--- src/rtl/u712_cpu_ram_request_pkg.sv ---
// Shared constants and types for the U712 CPU-to-chip-RAM request path.
// State encoding, timeout limit, chip RAM decode and the line-burst TT code live here.
package u712_cpu_ram_request_pkg;

    typedef enum logic [1:0] {
        IDLE = 2'd0,
        REQ  = 2'd1,
        DATA = 2'd2,
        TERM = 2'd3
    } state_t;

    localparam logic [7:0]   TIMEOUT_LIMIT    = 8'd255;
    localparam logic [31:21] CHIP_DECODE_MASK = '1;
    localparam logic [1:0]   TT_BURST         = 2'b01;  // {TT1, TT0}
    localparam int           BEAT_CNT_W       = 2;

    // Chip RAM occupies the bottom 2 MB: every masked upper address bit must be zero.
    function automatic logic is_chip_ram(input logic [31:0] addr);
        return (addr[31:21] & CHIP_DECODE_MASK) == '0;
    endfunction

endpackage

--- src/rtl/u712_cpu_ram_request_beat_counter.sv ---
// Beat counter and LA[3:2] line-wrap for 68040 burst transfers.
// LA[3:2] advances only on beats of an accepted burst and wraps modulo 4.
module u712_cpu_ram_request_beat_counter
    import u712_cpu_ram_request_pkg::*;
(
    input  logic                  clk_i,
    input  logic                  rst_n_i,
    input  logic                  load_i,
    input  logic [1:0]            la32_init_i,
    input  logic                  beat_i,
    input  logic                  wrap_i,
    output logic [BEAT_CNT_W-1:0] count_o,
    output logic [1:0]            la32_o
);

    logic [BEAT_CNT_W-1:0] count_q;
    logic [1:0]            la32_q;

    always_ff @(posedge clk_i) begin
        if (!rst_n_i) begin
            count_q <= '0;
            la32_q  <= '0;
        end else if (load_i) begin
            count_q <= '0;
            la32_q  <= la32_init_i;
        end else if (beat_i) begin
            count_q <= count_q + 1'b1;
            if (wrap_i) begin
                la32_q <= la32_q + 2'd1;
            end
        end
    end

    assign count_o = count_q;
    assign la32_o  = la32_q;

endmodule

--- src/rtl/u712_cpu_ram_request.sv ---
// 68040 transfer-start to chip RAM request bridge: decodes, latches the address,
// paces nTA per RAM beat, handles burst wrap/inhibit and a bus-error timeout.
module u712_cpu_ram_request
    import u712_cpu_ram_request_pkg::*;
(
    input  logic        CLK80_i,
    input  logic        nRESET_i,
    input  logic        CLK40_i,
    input  logic        nTS_i,
    input  logic [31:0] A_i,
    input  logic        RnW_i,
    input  logic        TT0_i,
    input  logic        TT1_i,
    input  logic        RAM_TA_i,
    input  logic        BURST_CYCLE_i,
    output logic        nRAMSPACE_o,
    output logic [20:1] LA_o,
    output logic        LRnW_o,
    output logic        LTT0_o,
    output logic        LTT1_o,
    output logic        nTA_o,
    output logic        nTBI_o,
    output logic        nTEA_o
);

    state_t      state_q;
    logic [20:4] la_hi_q;
    logic        la1_q;
    logic        lrnw_q, ltt0_q, ltt1_q;
    logic        burst_req_q, burst_ok_q, hold_q, last_q, term_q;
    logic        nram_q, nta_q, ntbi_q, ntea_q;
    logic [7:0]  tmo_q;

    logic [BEAT_CNT_W-1:0] beat_cnt;
    logic [1:0]            la32;

    logic hit, first_beat, wait_st, beat, reject_burst, accept, final_beat, timeout;
    logic unused_a0;

    assign unused_a0 = A_i[0];

    assign hit          = (state_q == IDLE) && !nTS_i && CLK40_i && is_chip_ram(A_i);
    assign first_beat   = (state_q == REQ);
    assign wait_st      = first_beat || ((state_q == DATA) && !last_q);
    // hold_q blocks the second half of an nTA pulse from being taken as a new beat
    assign beat         = wait_st && !hold_q && RAM_TA_i && !CLK40_i;
    assign reject_burst = burst_req_q && !BURST_CYCLE_i;
    assign accept       = first_beat ? (burst_req_q && BURST_CYCLE_i) : burst_ok_q;
    assign final_beat   = !accept || (beat_cnt == 2'd3);
    assign timeout      = wait_st && !beat && (tmo_q == TIMEOUT_LIMIT - 8'd1);

    u712_cpu_ram_request_beat_counter u_beat_cnt (
        .clk_i       (CLK80_i),
        .rst_n_i     (nRESET_i),
        .load_i      (hit),
        .la32_init_i (A_i[3:2]),
        .beat_i      (beat),
        .wrap_i      (accept),
        .count_o     (beat_cnt),
        .la32_o      (la32)
    );

    always_ff @(posedge CLK80_i) begin
        if (!nRESET_i) begin
            state_q     <= IDLE;
            la_hi_q     <= '0;
            la1_q       <= 1'b0;
            lrnw_q      <= 1'b1;
            ltt0_q      <= 1'b0;
            ltt1_q      <= 1'b0;
            burst_req_q <= 1'b0;
            burst_ok_q  <= 1'b0;
            hold_q      <= 1'b0;
            last_q      <= 1'b0;
            term_q      <= 1'b0;
            nram_q      <= 1'b1;
            nta_q       <= 1'b1;
            ntbi_q      <= 1'b1;
            ntea_q      <= 1'b1;
            tmo_q       <= '0;
        end else begin
            case (state_q)
                IDLE: if (hit) begin
                    state_q     <= REQ;
                    nram_q      <= 1'b0;
                    tmo_q       <= '0;
                    la_hi_q     <= A_i[20:4];
                    la1_q       <= A_i[1];
                    lrnw_q      <= RnW_i;
                    ltt0_q      <= TT0_i;
                    ltt1_q      <= TT1_i;
                    burst_req_q <= ({TT1_i, TT0_i} == TT_BURST);
                    burst_ok_q  <= 1'b0;
                    hold_q      <= 1'b0;
                    last_q      <= 1'b0;
                end
                REQ, DATA: begin
                    if (beat) begin
                        state_q <= DATA;
                        nta_q   <= 1'b0;
                        hold_q  <= 1'b1;
                        tmo_q   <= '0;
                        if (first_beat) begin
                            burst_ok_q <= accept;
                            ntbi_q     <= !reject_burst;
                        end
                        // drop the request on the nTA edge so the controller cannot restart
                        if (final_beat) begin
                            last_q <= 1'b1;
                            nram_q <= 1'b1;
                        end
                    end else begin
                        hold_q <= 1'b0;
                        if (!hold_q) begin
                            nta_q  <= 1'b1;
                            ntbi_q <= 1'b1;
                        end
                        if (last_q && !hold_q) begin
                            state_q <= TERM;
                            term_q  <= 1'b0;
                        end else if (timeout) begin
                            state_q <= TERM;
                            term_q  <= 1'b0;
                            ntea_q  <= 1'b0;
                            nram_q  <= 1'b1;
                            tmo_q   <= '0;
                        end else if (wait_st) begin
                            tmo_q <= tmo_q + 8'd1;
                        end
                    end
                end
                TERM: begin
                    if (!term_q) begin
                        term_q <= 1'b1;
                    end else begin
                        term_q  <= 1'b0;
                        ntea_q  <= 1'b1;
                        state_q <= IDLE;
                    end
                end
                default: state_q <= IDLE;
            endcase
        end
    end

    assign nRAMSPACE_o = nram_q;
    assign LA_o        = {la_hi_q, la32, la1_q};
    assign LRnW_o      = lrnw_q;
    assign LTT0_o      = ltt0_q;
    assign LTT1_o      = ltt1_q;
    assign nTA_o       = nta_q;
    assign nTBI_o      = ntbi_q;
    assign nTEA_o      = ntea_q;

endmodule

--- config.mk ---
export PLATFORM = sky130hd
export DESIGN_NAME = u712_cpu_ram_request
export DESIGN_NICKNAME = d
export VERILOG_FILES = /design/src/rtl/u712_cpu_ram_request_pkg.sv /design/src/rtl/u712_cpu_ram_request_beat_counter.sv /design/src/rtl/u712_cpu_ram_request.sv
export SDC_FILE = /design/constraint.sdc
export NUM_CORES = 1
export LEC_CHECK = 0
export CAP_MARGIN = 20
export CORE_ASPECT_RATIO = 1.25
export CORE_MARGIN = 2
export CORE_UTILIZATION = 28
export CTS_CLUSTER_DIAMETER = 50
export DETAILED_ROUTE_END_ITERATION = 6
export PLACE_DENSITY_LB_ADDON = 0.12
export RECOVER_POWER = 50
export SLEW_MARGIN = 0
export SYNTH_ARGS = -nofsm -noshare
export SYNTH_HDL_FRONTEND = slang
export SYNTH_SLANG_ARGS = --single-unit
--- constraint.sdc ---
create_clock -name CLK80_i -period 3.1 [get_ports CLK80_i]
set_clock_uncertainty 0.1 [all_clocks]
set_input_delay 0.465 -clock CLK80_i [delete_from_list [all_inputs] [get_ports CLK80_i]]
set_output_delay 0.465 -clock CLK80_i [all_outputs]
set_load 0.02 [all_outputs]
Word-level counts from Yosys, hierarchy flattened

Index checks and enable logic that the tools add are counted.

Muxes and demuxes: 42
Equality and inequality tests: 22
Bitwise gates (word level): 1
Reductions and logical operators: 42
Add/subtract/negate cells: 3

Operator list:

| operator              | number |
|---|---|
| $mux W8               | 5 |
| $mux W1               | 21 |
| $ne A2 B2 Y1 const B  | 9 |
| $mux W2               | 8 |
| $pmux W8 S2           | 1 |
| $logic_and A1 B1 Y1   | 12 |
| $ne A3 B3 Y1 const B  | 4 |
| $pmux W1 S2           | 6 |
| $reduce_and A4 Y1     | 3 |
| $logic_not A11 Y1     | 1 |
| $reduce_and A5 Y1     | 2 |
| $reduce_and A3 Y1     | 3 |
| $add A8 B1 Y8 const B | 1 |
| $eq A8 B8 Y1 const B  | 1 |
| $logic_not A1 Y1      | 8 |
| $ne A4 B4 Y1 const B  | 2 |
| $reduce_and A2 Y1     | 4 |
| $reduce_bool A2 Y1    | 4 |
| $eq A2 B2 Y1 const B  | 3 |
| $pmux W2 S3           | 1 |
| $add A2 B1 Y2 const B | 2 |
| $eq A2 B1 Y1 const B  | 2 |
| $reduce_or A2 Y1      | 2 |
| $logic_not A2 Y1      | 1 |
| other kinds (3)       | 4 |

Register bits after elaboration: 44
Output and inout bits: 27
Input port bits: 41
Logic and storage cells: 128

Logic depth before layout (Yosys ltp)

Depth in word-level cells: 13
Depth in mapped cells: 9

Cells and area by module

A second synthesis with hierarchy kept.

Cells, all modules: 257
Area total of the unflattened synthesis: 2178.3 sq um

By module, submodules not included:

| module                            | area an instance (sq um) | cells each | instances |
|---|---|---|---|
| u712_cpu_ram_request              | 1981.9                   | 238        | 1 |
| u712_cpu_ram_request_beat_counter | 196.4                    | 19         | 1 |

Least setup slack after synthesis

Ideal clock, no wire load.

Path type: reg-to-reg
From: reg state_q[0]
To: reg tmo_q[1]
Stages on the path, launching flop included: 9
Arrival time: 1709 ps
Setup slack: 1218 ps
Data required time: 2927 ps
Path through: dfxtp_1 > inv_1 > ha_1 > buf_2 > nand2b_1 > a22o_1 > clkbuf_1 > nand4bb_1 > a21oi_1

Word-level cells in the longest chain between the ends: 13
Elaborated cells between the ends (all ways): 24
Classes of those cells: 5 x eq/ne; 4 x mux; 15 x reduce/logical

RTL lines:

| item                              | RTL line                                               | RTL |
|---|---|---|
| from (decl)                       | u712_cpu_ram_request.sv:26                             | `state_t state_q;` |
| from (signal assigned)            | u712_cpu_ram_request.sv:65                             | `state_q <= IDLE;` |
| from (signal assigned)            | u712_cpu_ram_request.sv:84                             | `state_q <= REQ;` |
| from (signal assigned)            | u712_cpu_ram_request.sv:99                             | `state_q <= DATA;` |
| $eq A2 B2 Y1                      | u712_cpu_ram_request.sv:44, u712_cpu_ram_request.sv:82 |  |
| $logic_and A1 B1 Y1               | u712_cpu_ram_request.sv:44                             | `assign wait_st = first_beat \|\| ((state_q == DATA) && !last_q);` |
| $logic_or A1 B1 Y1                | u712_cpu_ram_request.sv:44                             |  |
| $logic_and A1 B1 Y1 (3 in series) | u712_cpu_ram_request.sv:46                             | `assign beat = wait_st && !hold_q && RAM_TA_i && !CLK40_i;` |
| $logic_not A1 Y1                  | u712_cpu_ram_request.sv:50                             | `assign timeout = wait_st && !beat && (tmo_q == TIMEOUT_LIMIT - 8'd1);` |
| $logic_and A1 B1 Y1 (2 in series) | u712_cpu_ram_request.sv:50                             |  |
| $mux W8                           | u712_cpu_ram_request.sv:121                            | `end else if (timeout) begin` |
| $mux W8                           | u712_cpu_ram_request.sv:118                            | `if (last_q && !hold_q) begin` |
| $mux W8                           | u712_cpu_ram_request.sv:98                             | `if (beat) begin` |
| $pmux W8 S2                       | u712_cpu_ram_request.sv:82                             | `case (state_q)` |
| to (signal assigned)              | u712_cpu_ram_request.sv:128                            | `tmo_q <= tmo_q + 8'd1;` |
| to (decl)                         | u712_cpu_ram_request.sv:32                             | `logic [7:0] tmo_q;` |

Parallel ways exist; a longest one is shown, timed or not. The select of a mux whose other input is x is not followed.
A chain may end at the register's enable or synchronous reset.

Worst setup path after layout

From: in CLK40_i
To: reg la_hi_q[8] in the netlist's numbering

Word-level cells in the longest chain between the ends: 3

RTL lines:

| item                               | RTL line                   | RTL |
|---|---|---|
| from (decl)                        | u712_cpu_ram_request.sv:8  | `input logic CLK40_i,` |
| $logic_and A1 B1 Y1 (2 in series)  | u712_cpu_ram_request.sv:42 | `assign hit = (state_q == IDLE) && !nTS_i && CLK40_i && is_chip_ram(A_i);` |
| $reduce_and A2 Y1 (no source line) | -                          |  |
| to (signal assigned)               | u712_cpu_ram_request.sv:87 | `la_hi_q <= A_i[20:4];` |
| to (decl)                          | u712_cpu_ram_request.sv:27 | `logic [20:4] la_hi_q;` |

Every way passes these cells.

==> out/results.ini <==
[synthesis]
synth_top_area_share_pct=41.6
synth_compound_area_share_pct=15.4
ys_async_sr_fraction_pct=0
synth_edf_count=0
synth.area.mux_share_pct=10.9
avgSynthCellArea_um2=8.71
synth-simple-area-share_pct=22.0
synth_cells=243
syn_nets=291
yosys.area_share.adder_pct=4.14
synth_top_family_by_area=simple AND/OR/NAND/NOR gates
synth.area.top_cells=dfxtp_1 42%, mux2i_1 11%, nor2_1 5.3%, nand2_1 5.0%, ha_1 4.1%
synth_area_leader_cell=dfxtp_1
yosysSeqAreaShare_pct=41.6
synth_cell_types=47
yosys.area_share.xor_xnor_pct=1.24
ys_warn_count=0
synth_ff_type=dfxtp_1
syn-cell-area_um2=2120
ys_ff_latch=44

[clocking]
ctsHtreeMaxLevel=2
ctsHoldBuffers=0
cts_buffer_depth=2
cts_tree=done
cts_setup_buffers=0
cts_resized=0
cts-buffers-inserted=5
clock-sinks=44
root_buffer=clkbuf_8
clk_latency_ns=0.30
clkTransAtPathRegs_ns=0.10

[routing]
drtIter0Drc=91
antenna_left=0
dr.pass1.iters=4
avgViaCountPerCell=4.74
wl_per_cell_um=12.9
wl_um=5150
drc_errors=0
num_vias=1893

[critical_path]
critical-path-top-delay-family=buffers and inverters
critPathMaxFanout=19
crit_slowest_cell=dlygate4sd3_1
cp-start-kind=input port
required_ns=3.20
critPathBufInv=3
slowest_delay_ns=0.59
worstSetupPathType=input port to register
cp_cell_sequence=dlygate4sd3_1, and4bb_2, nand4_1, buf_4, buf_4, mux2i_1, nor2_1
path_common_cell=buf_4
endpoint_kind=register
crit_arrival_ns=2.44

[timing]
grt_setup_unrepaired=false
finalHoldViolCount=0
fmax_mhz=426
post-route-period-util_pct=75.7
fin_crit_ns=2.35
tns_ns=0
worst_pin_slew_ns=0.466
drv_slew=0
max-slew-margin-rel_pct=68.7
setup_violations=0

[global_routing]
antenna_found_initial=0
grt.overflow.total=0
grt_start_max_net_pins=27
grt_pass1_wl_um=8540
grt_use_total_pct=13.3
first_global_vias=1813

[layout]
multi_input_area_um2=1130
fillers=755
layout_commonest_cell=dfxtp_1
drive_gt1_share_pct=6.84
diodes=0
design_area_um2=2980
mostFrequentLayoutCells=44 x dfxtp_1, 38 x clkdlybuf4s50_1, 30 x nor2_1
nets=354
syn2layout_area_growth_pct=40.6
seqCellArea_um2=881

[placed_design]
io_buffer_count=66
placed_cell_area_um2=2860
gp_congestion=0.707
hpwl_um=3700

[floorplanning]
die_y_um=101
rows=35
core_area_um2=7360
die-area_um2=8270
die_w_um=81.8
start_util_pct=28.8
io_pins=68

[flow_run]
maxCapViolCount=0

[min_path]
worstHoldPathType=register to register

[status]
status=finished clean

[power_and_ir_drop]
power_leakage_nw=1.28
powerDensity_nw_per_um2=493
max-vdd-ir-drop_mv=0.244
power_w=0.00147

[final cells by class]
class | instances | area share, %
flip-flops and latches | 44 | 29.6
clock buffers | 5 | 2.31
inverters | 8 | 1.01
multi-input cells | 176 | 38.1
well taps | 92 | 3.87
clock inverters | 3 | 1.60
repair buffers | 71 | 23.5
[sequential cells by signal (all words and copies together), names as in the netlist, 2 cells and up]
| signal | flops |
|---|---|
| u_beat_cnt.count_o | 2 |
| tmo_q | 8 |
| la_hi_q | 17 |
| u_beat_cnt.la32_o | 2 |
| state_q | 2 |
[cell usage after synthesis, types with 2 or more instances]
cell type	number
nor2_1	30
o21ai_0	10
a21o_1	2
nand2_1	28
nor3b_1	2
nand2b_1	5
nor2b_1	5
nand3_1	12
dfxtp_1	44
buf_4	2
o22ai_1	4
nand4_1	3
mux2i_1	23
a21oi_1	8
inv_1	7
clkbuf_1	8
ha_1	7
a31oi_1	7
a211oi_1	2
buf_2	5
xor2_1	2
nor4_1	2
[logic make-up (layout without fill, tap and decap cells)]
kind of cell,count (synthesis),after routing
xor+xnor,3,3
buf+inv,23,87
flops,44,44
compound gates,47,47
mux,23,23
simple gates,96,96
fa+ha+maj,7,7
[metal layers]
metal	GRT usage, %	vias to the layer above	wire [um]
met5	0	-	0
met4	4.23	0	78
met3	4.63	5	390
met2	21.8	54	2410
met1	16.1	856	2270
li1	-	978	-
[metrics by stage]
stage	setup slack (ns)	std cells	utilization [%]	hold slack, ns
floorplan	1.22	243	-	0.337
global placement	0.533	391	38.9	0.349
detailed placement	0.512	391	38.9	0.352
CTS	0.773	399	40.4	0.364
global route	0.544	399	40.4	0.395
finish	0.753	399	40.4	0.360
[worst reg2reg max path, stage by stage, from the launching register on]
cell and delay [ns]:
dfxtp_1 0.39, inv_1 0.08, ha_1 0.26, and4bb_2 0.24, nand4_1 0.18, buf_4 0.28, buf_4 0.35, mux2i_1 0.27
nor2_1 0.05
[power by group]
part / switching [W] / internal (W) / total (W)
sequential: 0.0000182 / 0.000584 / 0.000602
combinational: 0.000229 / 0.000175 / 0.000404
clock: 0.000217 / 0.000243 / 0.000460
total: 0.000465 / 0.00100 / 0.00147
[worst paths after layout]
kind | startpoint | endpoint | slack [ns] | cells after the start
max reg2reg | state_q[0] | la_hi_q[8] | 0.79 | 8
max | CLK40_i | la_hi_q[8] | 0.75 | 7
min | u_beat_cnt.count_o[1] | u_beat_cnt.count_o[1] | 0.36 | 2
min reg2reg | u_beat_cnt.count_o[1] | u_beat_cnt.count_o[1] | 0.36 | 2
(Power assumes the default switching activity.)
